--- src/rtl/dct_transpose_8x8_if.sv ---
// Stream interface for the 8x8 transpose unit.
// One beat carries eight Width-bit coefficients plus block framing flags.
//   valid : beat valid (source to sink)
//   ready : sink accepts the beat when valid && ready
//   sof   : start of frame, marks beat 0 of a block
//   eol   : end of line, meaningful on beat 7 of a block
//   data  : eight coefficients, element [k] is column k (input) or row k (output)
// Modports: master drives the stream, slave consumes it.
interface dct_transpose_8x8_if #(
    parameter int unsigned Width = 14
) ();
    logic                   valid;
    logic                   ready;
    logic                   sof;
    logic                   eol;
    logic [7:0][Width-1:0]  data;

    modport master (output valid, output sof, output eol, output data, input ready);
    modport slave  (input valid, input sof, input eol, input data, output ready);
endinterface

--- src/rtl/dct_transpose_8x8.sv ---
// Transpose unit placed after the column-DCT stage of the 2D DCT.
// Collects one 8x8 block as eight row beats and re-emits it column-major
// (output beat c carries column c). Two ping-pong banks let consecutive
// blocks stream at one beat per cycle in both directions.
// Ports:
//   clk : clock, rising edge
//   rst : synchronous active-high reset
//   s   : input stream (slave), beat r carries row r
//   m   : output stream (master), beat c carries column c, element [j] = row j
//   err : one-cycle pulse when a partial block is discarded by a mid-block sof
module dct_transpose_8x8 #(
    parameter int unsigned Width = 14
) (
    input  logic                   clk,
    input  logic                   rst,
    dct_transpose_8x8_if.slave     s,
    dct_transpose_8x8_if.master    m,
    output logic                   err
);
    typedef logic [7:0][Width-1:0] row_t;

    // Bank storage is deliberately not reset; validity lives in the full flags.
    row_t       mem_q [2][8];

    logic       wr_bank_q, wr_bank_d;
    logic [2:0] wr_cnt_q,  wr_cnt_d;
    logic       rd_bank_q, rd_bank_d;
    logic [2:0] rd_cnt_q,  rd_cnt_d;
    logic [1:0] full_q,    full_d;
    logic [1:0] sof_q,     sof_d;
    logic [1:0] eol_q,     eol_d;
    logic       err_q,     err_d;
    logic [2:0] wr_row;
    logic       s_acc;
    logic       m_acc;

    // Ready depends only on registered flags, so a bank freed this cycle
    // becomes writable on the next one.
    assign s.ready = !full_q[wr_bank_q];
    assign m.valid = full_q[rd_bank_q];
    assign m.sof   = m.valid && sof_q[rd_bank_q] && (rd_cnt_q == 3'd0);
    assign m.eol   = m.valid && eol_q[rd_bank_q] && (rd_cnt_q == 3'd7);
    assign err     = err_q;

    assign s_acc = s.valid && s.ready;
    assign m_acc = m.valid && m.ready;

    always_comb begin
        for (int j = 0; j < 8; j++) begin
            m.data[j] = mem_q[rd_bank_q][j][rd_cnt_q];
        end
    end

    always_comb begin
        wr_bank_d = wr_bank_q;
        wr_cnt_d  = wr_cnt_q;
        rd_bank_d = rd_bank_q;
        rd_cnt_d  = rd_cnt_q;
        full_d    = full_q;
        sof_d     = sof_q;
        eol_d     = eol_q;
        err_d     = 1'b0;
        wr_row    = wr_cnt_q;

        if (s_acc) begin
            if (s.sof && (wr_cnt_q != 3'd0)) begin
                // Resync: drop the rows gathered so far, restart the same bank.
                wr_row           = 3'd0;
                wr_cnt_d         = 3'd1;
                sof_d[wr_bank_q] = 1'b1;
                err_d            = 1'b1;
            end else begin
                if (wr_cnt_q == 3'd0) begin
                    sof_d[wr_bank_q] = s.sof;
                end
                if (wr_cnt_q == 3'd7) begin
                    eol_d[wr_bank_q]  = s.eol;
                    full_d[wr_bank_q] = 1'b1;
                    wr_bank_d         = !wr_bank_q;
                    wr_cnt_d          = 3'd0;
                end else begin
                    wr_cnt_d = wr_cnt_q + 3'd1;
                end
            end
        end

        // Fill and drain always target different banks, so both may apply.
        if (m_acc) begin
            if (rd_cnt_q == 3'd7) begin
                full_d[rd_bank_q] = 1'b0;
                rd_bank_d         = !rd_bank_q;
                rd_cnt_d          = 3'd0;
            end else begin
                rd_cnt_d = rd_cnt_q + 3'd1;
            end
        end
    end

    always_ff @(posedge clk) begin
        if (rst) begin
            wr_bank_q <= 1'b0;
            wr_cnt_q  <= 3'd0;
            rd_bank_q <= 1'b0;
            rd_cnt_q  <= 3'd0;
            full_q    <= 2'b00;
            sof_q     <= 2'b00;
            eol_q     <= 2'b00;
            err_q     <= 1'b0;
        end else begin
            wr_bank_q <= wr_bank_d;
            wr_cnt_q  <= wr_cnt_d;
            rd_bank_q <= rd_bank_d;
            rd_cnt_q  <= rd_cnt_d;
            full_q    <= full_d;
            sof_q     <= sof_d;
            eol_q     <= eol_d;
            err_q     <= err_d;
        end
    end

    always_ff @(posedge clk) begin
        if (s_acc) begin
            mem_q[wr_bank_q][wr_row] <= s.data;
        end
    end
endmodule

--- src/flat_wrapper.sv ---
// flat-port wrapper written by rule: the top's interface ports become plain ports
module dct_transpose_8x8_flat 
#(
    parameter int unsigned Width = 14
)
  (clk, rst, err, s_valid, s_sof, s_eol, s_data, s_ready, m_valid, m_sof, m_eol, m_data, m_ready);
  dct_transpose_8x8_if #(.Width(Width)) s_i ();
  dct_transpose_8x8_if #(.Width(Width)) m_i ();
  input  logic clk;
  input  logic rst;
  output logic err;
  input wire logic [$bits(s_i.valid)-1:0] s_valid;
  input wire logic [$bits(s_i.sof)-1:0] s_sof;
  input wire logic [$bits(s_i.eol)-1:0] s_eol;
  input wire logic [$bits(s_i.data)-1:0] s_data;
  output wire logic [$bits(s_i.ready)-1:0] s_ready;
  output wire logic [$bits(m_i.valid)-1:0] m_valid;
  output wire logic [$bits(m_i.sof)-1:0] m_sof;
  output wire logic [$bits(m_i.eol)-1:0] m_eol;
  output wire logic [$bits(m_i.data)-1:0] m_data;
  input wire logic [$bits(m_i.ready)-1:0] m_ready;
  assign s_i.valid = s_valid;
  assign s_i.sof = s_sof;
  assign s_i.eol = s_eol;
  assign s_i.data = s_data;
  assign s_ready = s_i.ready;
  assign m_valid = m_i.valid;
  assign m_sof = m_i.sof;
  assign m_eol = m_i.eol;
  assign m_data = m_i.data;
  assign m_i.ready = m_ready;
  dct_transpose_8x8 #(.Width(Width)) u_core (.clk(clk), .rst(rst), .s(s_i), .m(m_i), .err(err));
endmodule
--- config.mk ---
export PLATFORM = sky130hd
export DESIGN_NAME = dct_transpose_8x8_flat
export DESIGN_NICKNAME = d
export VERILOG_FILES = /design/src/rtl/dct_transpose_8x8_if.sv /design/src/rtl/dct_transpose_8x8.sv /design/src/flat_wrapper.sv
export SDC_FILE = /design/constraint.sdc
export NUM_CORES = 2
export LEC_CHECK = 0
export BUFFER_PORTS_ARGS = -buffer_cell sky130_fd_sc_hd__buf_4
export CORE_MARGIN = 4
export CORE_UTILIZATION = 40
export DETAILED_ROUTE_END_ITERATION = 10
export REMOVE_ABC_BUFFERS = 1
export SLEW_MARGIN = 15
export SYNTH_ARGS = -nofsm -noshare
export SYNTH_HDL_FRONTEND = slang
export SYNTH_SLANG_ARGS = --single-unit
--- constraint.sdc ---
create_clock -name clk -period 18.65 [get_ports clk]
set_input_delay 2.7975 -clock clk [delete_from_list [all_inputs] [get_ports clk]]
set_output_delay 2.7975 -clock clk [all_outputs]
set_load 0.03 [all_outputs]
==> metrics <==
Worst Hold Path EP=u_core.sof_q[1]$_SDFFE_PP0P_; IO Port Bufs=234; vias in the first global route=32.8k; Clk pin slew, worst setup/hold paths=60 ps; met1 Use GR=23.6%; Synth area leader=edfxtp_1; Crit Path Category=reg2out; IO Count=235; Crit Reg-Reg Endpoint=u_core.mem_q[0][588]$_DFFE_PP_; slowest stage delay, CP=930 ps; met3 Track Usage GR=about 3.5%; FFs w/ async S/R, synth=0%; placed insts=5189; # rows=150; fmax=approximately 0.12 GHz; Pwr Total=8.35 mW; Placer Congestion=roughly 0.70; CTS Root Buffer Type=clkbuf_16; CP Cell Sequence=buf_4 > buf_4 > buf_4 > mux4_2 > a22oi_1 > nand2_1 > buf_4; GRT Total Usage=17.3%; Hold Slack=479 ps; post-synthesis cell type count=42; Worst R2R Setup Slack=~14000 ps; CP Launch Type=register; switching pwr=1.66 mW; Total Nets Final=3295; Slowest-stage cell, CP=dfxtp_4; hold path startpoint=u_core.sof_q[1]$_SDFFE_PP0P_; Initial DRC Count=2614; Reg power frac=between 50 and 60%; P_int=around 6.7 mW; Hold Buf Count CTS=0; latest clock arrival within the worst-skew pair=800 ps; post-CTS setup buffers=0; clk_skew=around 34 ps; cts bufs inserted=around 180; unrepaired setup endpoints after global routing=false; layout cells sized above 1=30.9%; PostCTS Resize Cnt=0; arrival time at the worst endpoint=5480 ps; TritonRoute pass-1 iters=7; number of synthesized flops with an enable pin=1792; worst reg2reg startpoint=u_core.wr_cnt_q[1]$_SDFFE_PP0N_; H-tree depth=4; Slew headroom=about 17%; Final Cycle Share=~44%; WL/cell=~27 um; Layout Cells excl Fill=5537; register area share after synthesis=79.9%; clock net sink count=1808; initial antenna violation count=15; main area contributors after synthesis=edfxtp_1 (79%), mux4_2 (15%), a22oi_1 (2.5%), nand2_1 (0.69%), dfxtp_1 (0.47%); Hold Crit Depth=2; Tmin final=roughly 8300 ps; Worst Reg-to-Reg Cells=7; final hold violation count=0; hpwl dp=82.3 mm; Slew @ Worst Pin=1250 ps; M2 GR Usage=around 28%; Synth Flop Type=edfxtp_1; largest net degree at the start of global routing=142; Die Ht=~420 um; CTS tree=done; most frequent CP cell=buf_4; post-route antenna net violation count=0; clock network power share=43.8%; Avg Cell Area, Syn=around 24 um^2; Hold Path Class=reg2reg; combinational share of power=2.1%; post-synthesis cell count=2847; first-pass GRT wire length=224 mm; Setup Viol. Count Final=0; Synth-to-Final Area Change=15.3%; FILL cells=~14k; Synth top area share=79.4%; grt ovf=0; Placeable Area=0.168 mm^2; Die ar.=approximately 0.18 mm^2; mapped cell area=0.0678 mm^2; Yosys reg bits=1808; maximum vdd drop=0.0000911 V; WP data required=15850 ps; Routed WL=152 mm; Final Max Slew Viols=0; Vias=30.8k; Switching Share=19.9%; power per cell area=approximately 110 mW/mm^2; Max Fanout on Critical Path=46; CP endpoint kind=output port; max capacitance violation total=0; YS warnings=0; DR DRC count=0; die width=420 um; status=finished clean; Initial Util=~40%; most used routing layer=met2; drt via density=5.57; CTS Buffer Depth=3; leakage power=23.9 nW
worst max-delay path: cells and delay by family (launching register included):
kind | cells | cell delay [ps]
muxes | 1 | 590
and+or+nand+nor | 1 | 130
DFF | 1 | 930
buffers and inverters | 4 | 2650
AOI/OAI and AO/OA | 1 | 270
through the flow:
stage          area, um^2  worst slack [ps]  setup TNS (ps)  utilization (%)
2_1_floorplan       66900             -3970         -444460                -
3_3_place_gp        72100             10860               0             43.0
3_5_place_dp        72100             10860               0             43.0
4_1_cts             78100             10000               0             46.6
5_1_grt             78100              9720               0             46.6
6_report            78200             10370               0             46.6
cell families after synthesis:
group,count (synthesis),share of synthesized area (%)
and+or+nand+nor,170,1.07
muxes,453,15.0
buffers and inverters,162,1.28
xor gates and xnor gates,1,0.0129
adders and majority gates,6,0.111
DFF,1808,79.9
AOI/OAI and AO/OA,247,2.70
layer usage:
| layer | share of wire (%) | up-vias |
|---|---|---|
| met5 | 0.047 | - |
| met4 | 2.5 | 10 |
| met2 | 49 | 875 |
| met3 | 5.5 | 226 |
| li1 | - | 13000 |
| met1 | 43 | 16700 |
registers in the layout, indices dropped and copies added, names as in the netlist, named ones only:
name / flops
u_core.wr_bank_q: 1
u_core.sof_q: 2
u_core.err: 1
u_core.wr_cnt_q: 3
u_core.mem_q: 1792
u_core.rd_bank_q: 1
u_core.rd_cnt_q: 3
u_core.full_q: 2
u_core.eol_q: 2
layout by cell type (no fill, tap or decap), types with 5 or more instances in the layout:
cell	Yosys	routed
ha_1	6	6
dfxtp_1	16	14
clkinv_2	0	34
edfxtp_1	1792	1792
buf_12	0	5
buf_4	14	286
nor2_4	0	6
mux4_2	448	448
nor2_1	14	8
inv_1	8	8
clkinv_1	0	45
clkbuf_16	0	188
nand2_1	124	124
diode_2	0	7
a21oi_1	11	9
a22oi_1	224	224
clkbuf_1	66	35
bufinv_16	0	20
power by group through the flow:
stage / combinational [mW] / clock (mW) / sequential [mW]
finish: 0.172 / 3.66 / 4.52
global route: 0.187 / 3.92 / 4.52
CTS: 0.177 / 3.75 / 4.52
detailed placement: 0.178 / 0 / 4.61
global placement: 0.174 / 0 / 4.61
floorplan: 0.0562 / 0 / 4.61
Yosys cell counts (2+ instances only):
library cell and instances:
a211oi_1 2, a21oi_1 11, a22oi_1 224, and2_1 3, buf_1 30, buf_2 20
buf_4 14, buf_6 24, clkbuf_1 66, dfxtp_1 16, edfxtp_1 1792, ha_1 6
inv_1 8, mux2i_1 4, mux4_2 448, nand2_1 124, nand3_1 3, nor2_1 14
nor2b_1 3, nor3_1 4, nor4_1 4, nor4b_1 2, o21ai_0 3, or2_2 2
or3_1 3
final cells by class:
cell class	count	area, um^2	share of cell area (%)
tap	2204	2760	3.53
timing repair buffer	292	2260	2.89
inverter	8	30.0	0.0384
clock inverter	118	1200	1.54
multi-input combinational	877	12900	16.5
antenna	7	17.5	0.0224
clock buffer	223	4840	6.19
sequential	1808	54100	69.3
worst max-delay path by stage:
| stage | from | to | slack [ps] | cells past startpoint |
|---|---|---|---|---|
| floorplan | register | m_data[0] | -3970 | 3 |
| global route | register | m_data[92] | 9720 | 7 |
| detailed placement | register | m_data[50] | 10860 | 7 |
| global placement | register | m_data[64] | 10860 | 7 |
| CTS | register | m_data[50] | 10000 | 7 |
| finish | register | m_data[107] | 10370 | 7 |
Power figures use the tool's default switching activity.
